$ cat src/rtl/uart_xmt_scheduler.sv
// uart_xmt_scheduler: arbitrates two byte sources onto one UART transmitter,
// then issues the load / byte-ready / start strobes and waits out the frame.
// Build option: define UART_XMT_SCHED_RR_EN for round-robin arbitration;
// otherwise requester 0 has fixed priority.
module uart_xmt_scheduler #(
  parameter int unsigned word_size    = 8,
  parameter int unsigned FRAME_CYCLES = 12
) (
  input  logic                 Clock,
  input  logic                 rst_b,
  input  logic [1:0]           req,
  input  logic [word_size-1:0] data0,
  input  logic [word_size-1:0] data1,
  output logic [1:0]           ack,
  output logic [word_size-1:0] Data_Bus,
  output logic                 Load_XMT_datareg,
  output logic                 Byte_ready,
  output logic                 T_byte,
  output logic                 busy
);

  localparam int unsigned CNT_W = 8;

  typedef enum logic [2:0] {
    IDLE  = 3'd0,
    LOAD  = 3'd1,
    READY = 3'd2,
    START = 3'd3,
    WAIT  = 3'd4
  } state_t;

  state_t               state_q, state_d;
  logic [CNT_W-1:0]     cnt_q, cnt_d;
  logic [1:0]           ack_q, ack_d;
  logic [word_size-1:0] data_q, data_d;
  logic                 load_q, load_d;
  logic                 br_q, br_d;
  logic                 tb_q, tb_d;
  logic                 busy_q, busy_d;
  logic                 win;
`ifdef UART_XMT_SCHED_RR_EN
  logic                 ptr_q, ptr_d;
`endif

  // Next-state, arbitration and registered-output computation
  always_comb begin
    state_d = state_q;
    cnt_d   = cnt_q;
    ack_d   = 2'b00;
    data_d  = data_q;
    load_d  = 1'b0;
    br_d    = 1'b0;
    tb_d    = 1'b0;
    win     = 1'b0;
`ifdef UART_XMT_SCHED_RR_EN
    ptr_d   = ptr_q;
`endif
    case (state_q)
      IDLE: begin
        if (req != 2'b00) begin
`ifdef UART_XMT_SCHED_RR_EN
          // Pointer only matters when both are requesting
          win   = (req == 2'b11) ? ptr_q : req[1];
          ptr_d = ~win;
`else
          win   = ~req[0];
`endif
          ack_d[win] = 1'b1;
          data_d     = win ? data1 : data0;
          load_d     = 1'b1;
          state_d    = LOAD;
        end
      end
      LOAD: begin
        br_d    = 1'b1;
        state_d = READY;
      end
      READY: begin
        tb_d    = 1'b1;
        state_d = START;
      end
      START: begin
        cnt_d   = CNT_W'(FRAME_CYCLES - 1);
        state_d = WAIT;
      end
      WAIT: begin
        if (cnt_q != CNT_W'(0)) begin
          cnt_d = cnt_q - CNT_W'(1);
        end else begin
          state_d = IDLE;
        end
      end
      default: state_d = IDLE;
    endcase
    busy_d = (state_d != IDLE);
  end

  // State and output registers
  always_ff @(posedge Clock or negedge rst_b) begin
    if (!rst_b) begin
      state_q <= IDLE;
      cnt_q   <= '0;
      ack_q   <= 2'b00;
      data_q  <= '0;
      load_q  <= 1'b0;
      br_q    <= 1'b0;
      tb_q    <= 1'b0;
      busy_q  <= 1'b0;
    end else begin
      state_q <= state_d;
      cnt_q   <= cnt_d;
      ack_q   <= ack_d;
      data_q  <= data_d;
      load_q  <= load_d;
      br_q    <= br_d;
      tb_q    <= tb_d;
      busy_q  <= busy_d;
    end
  end

`ifdef UART_XMT_SCHED_RR_EN
  // Round-robin preference pointer
  always_ff @(posedge Clock or negedge rst_b) begin
    if (!rst_b) begin
      ptr_q <= 1'b0;
    end else begin
      ptr_q <= ptr_d;
    end
  end
`endif

  assign ack              = ack_q;
  assign Data_Bus         = data_q;
  assign Load_XMT_datareg = load_q;
  assign Byte_ready       = br_q;
  assign T_byte           = tb_q;
  assign busy             = busy_q;

endmodule
$ cat config.mk
export PLATFORM = sky130hd
export DESIGN_NAME = uart_xmt_scheduler
export DESIGN_NICKNAME = d
export VERILOG_FILES = /design/src/rtl/uart_xmt_scheduler.sv
export SDC_FILE = /design/constraint.sdc
export NUM_CORES = 1
export LEC_CHECK = 0
export CAP_MARGIN = 0
export CORE_MARGIN = 3
export CORE_UTILIZATION = 40
export CTS_CLUSTER_DIAMETER = 60
export DETAILED_ROUTE_END_ITERATION = 6
export HOLD_SLACK_MARGIN = 0.03
export PLACE_DENSITY = 0.72
export SYNTH_ARGS = -nofsm -noshare
export SYNTH_HDL_FRONTEND = slang
export SYNTH_SLANG_ARGS = --single-unit
$ cat constraint.sdc
create_clock -name Clock -period 1.9 [get_ports Clock]
set_clock_uncertainty 0.2 [all_clocks]
set_input_delay 0.38 -clock Clock [delete_from_list [all_inputs] [get_ports Clock]]
set_output_delay 0.38 -clock Clock [all_outputs]
set_load 0.005 [all_outputs]
==> reports/metrics.csv, run 1 <==
stage;metric;value;unit
yosys;synth_top_area_share;53.02;%
layout;syn_to_final_growth;38.49;%
drt;drtAntennaViolNets;0;
power_and_ir_drop;p_per_area;1284;nW/um^2
power_and_ir_drop;ir_drop;0.9605;mV
placed_design;hpwl;1792;um
global_route;grt_pass1_wl;4105;um
timing;fin_crit_sh;93.13;%
yosys;ys_seq_area_share;53.02;%
setup_path;start_kind;register;
power_and_ir_drop;p_seq_share;43.3;%
yosys;yosysWarnings;0;
clock_tree;clkSlewWorstSetupHoldPaths;0.13;ns
power_and_ir_drop;swShare;31.72;%
setup_path;crit_chain;clkdlybuf4s50_1;
timing;worst_slew_pin_slew;0.5382;ns
clock_tree;cts_tree;yes;
global_route;grt-ovfl-total;0;
setup_path;crit_buf_inv;1;
placed_design;place_congestion;0.8866;
setup_path;critPathSlowestCell;clkdlybuf4s50_1;
timing;rsz0062_at_grt;false;
drt;vias_per_cell;5.292;
clock_tree;clock_latency;0.30;ns
setup_path;critPathTopFamily;buffers and inverters;
yosys;synth.area.top_cells;dfrtp_1, mux2_2, mux2i_1, o211ai_1, nor3b_1;
drt;drc;0;
floorplan;initial_core_util;42.42;%
power_and_ir_drop;p_clk_share;10.8;%
layout;fillers;242;
layout;diodes;0;
setup_path;critPathKind;register to output pin;
yosys;synthCells;95;
yosys;synth.cell_area;1180;sq um
drt;num_vias;889;
power_and_ir_drop;p_sw;665.6;uW
layout;drive_gt1_share;24.82;%
drt;wl;2307;um
floorplan;num_io_pins;34;
power_and_ir_drop;power;2.098;mW
floorplan;rows;19;
drt;initialDrtViolationCount;26;
yosys;synth_top_area_cell;dfrtp_1;
setup_path;path_max_fanout;2;
floorplan;die_w;60.31;um
floorplan;fp.dieArea;3637;sq um
yosys;synth_most_common_cell;dfrtp_1;
global_route;grt_start_max_net_pins;26;
power_and_ir_drop;p_leak;0.7364;nW
clock_tree;hold_buffers;0;
setup_path;cp.required;1.32;ns
timing;finalCriticalPeriod;1.769;ns
placed_design;numPortBuffers;33;
drt;first_pass_iters;4;
yosys;synthTopCellsByCount;dfrtp_1, mux2_2, mux2i_1, nand2_1, nor2_1;
clock_tree;cts.root.buffer_cell;clkbuf_4;
clock_tree;cts.htree.levels;1;
layout;seq_area;625.6;sq um
timing;tns;0;ns
layout;post-route-util;58.75;%
timing;slew-limit-headroom;63.62;%
global_route;grt_antenna_before_repair;0;
setup_path;arrival;1.19;ns
power_and_ir_drop;power_frac_comb;45.9;%
clock_tree;clock-sinks;25;
clock_tree;cts-buffers-inserted;3;
yosys;synth_flop_cell;dfrtp_1;
global_route;grt_pass1_vias;954;
yosys;avgSynthCellArea;12.42;sq um
timing;finalMaxSlewViolations;0;
timing;hold_viol_final;0;
yosys;synth.distinct_cells;30;
yosys;synth-seq-cells;25;
drt;wl_per_cell;13.73;um
setup_path;cp_slowest_stage_delay;0.51;ns
floorplan;chipHeight;60.31;um
layout;multi_input_area;545.5;sq um
flow_run;maxCapViolCount;0;
yosys;async_flop_share;100.0;%
clock_tree;cts_buffer_depth;2;
timing;setup_viol;0;
timing;max_freq;0.5651;GHz
setup_path;crit_path_end_kind;output pin;
yosys;synth-edff-count;0;
power_and_ir_drop;intPower;1.433;mW
status;status;finished, final reports clean;
yosys;synth_fp_nets;116;
global_route;grt_use_total;14.81;%
floorplan;core;2781;sq um
layout;final_nets;159;
worst_hold_path;hold_class;input port to asynchronous set/reset pin;
[final timing paths]
path	from	to	slack, ns	cells after the start
max	Data_Bus[1]$_DFFE_PN0P_	Data_Bus[1]	0.13	1
min	rst_b	cnt_q[7]$_DFFE_PN0P_	0.21	2
max reg2reg	cnt_q[0]$_DFFE_PN0P_	cnt_q[3]$_DFFE_PN0P_	0.13	5
min reg2reg	Data_Bus[5]$_DFFE_PN0P_	Data_Bus[5]$_DFFE_PN0P_	0.33	1
max in group asynchronous	rst_b	Data_Bus[5]$_DFFE_PN0P_	1.05	2
min in group Clock	Data_Bus[5]$_DFFE_PN0P_	Data_Bus[5]$_DFFE_PN0P_	0.33	1
[layout by cell type, fill, tap and decap left out, types with 2 or more instances in the layout]
cell type / netlist / routed
nor2_1: 5 / 5
nor3b_1: 3 / 3
buf_4: 0 / 7
nand2b_1: 2 / 2
mux2i_1: 7 / 7
dfrtp_1: 25 / 25
clkbuf_4: 0 / 3
and3b_1: 2 / 2
nand2_1: 5 / 5
o211ai_1: 4 / 4
clkdlybuf4s50_1: 0 / 33
nor4_1: 2 / 2
nand3_1: 2 / 2
inv_1: 4 / 3
mux2_2: 16 / 16
[power by group through the flow]
stage | Clock (mW) | Combinational (mW) | Sequential (mW)
4_1_cts | 0.235 | 0.964 | 0.907
5_1_grt | 0.258 | 1.07 | 0.942
3_3_place_gp | 0 | 0.933 | 0.904
2_1_floorplan | 0 | 0.449 | 0.913
3_5_place_dp | 0 | 0.953 | 0.917
6_report | 0.226 | 0.964 | 0.908
[metrics by stage]
step / hold WS [ns] / cell area, sq um / worst slack (ns) / std cells
after floorplan: -0.1156 / 1180 / 0.08305 / 95
after global placement: 0.2888 / 1593 / -0.02747 / 164
after detailed placement: 0.3010 / 1593 / -0.05525 / 164
after CTS: 0.2208 / 1622 / 0.06211 / 168
after global routing: 0.2314 / 1634 / 0.01022 / 168
final: 0.2105 / 1634 / 0.1306 / 168
[logic make-up after synthesis]
kind of cell / synth area share (%)
AO/OA/AOI/OAI: 5.408
adder cells (fa/ha/maj): 1.060
buffers and inverters: 2.014
flip-flops: 53.02
multiplexers: 21.21
AND/OR/NAND/NOR: 17.29
[layer usage]
layer	wire length [um]	global-route usage (%)	vias to the layer above	share of wire, %
li1	-	-	424	-
met1	999	18.02	438	43
met2	1151	25.46	27	50
met3	156	5.184	0	6.8
met4	0	2.848	0	0
met5	0	0	-	0
[registers in the layout (all words and copies together), names as in the netlist]
register / cells
Byte_ready: 1
Data_Bus: 8
Load_XMT_datareg: 1
T_byte: 1
ack: 2
busy: 1
cnt_q: 8
state_q: 3
[what timing repair did]
item                                    in CTS  in global routing
resized for setup                            1                  3
pin swaps                                    0                  1
buffers inserted                             0                  0
endpoints found under the setup margin       6                  2
[layout make-up]
| type | count | area share [%] |
|---|---|---|
| Multi-Input combinational cell | 64 | 33.38 |
| Sequential cell | 25 | 38.28 |
| Clock buffer | 4 | 1.608 |
| Inverter | 4 | 0.9188 |
| Tap cell | 31 | 2.374 |
| Timing Repair Buffer | 40 | 23.43 |
Note: power is estimated with default switching activity, not from simulation.
==> run 2: changes to the inputs <==
HOLD_SLACK_MARGIN = 0.08   (was 0.03)
==> results of run 2 <==
No change in the layout: final DEF, timing and power equal those of run 1.
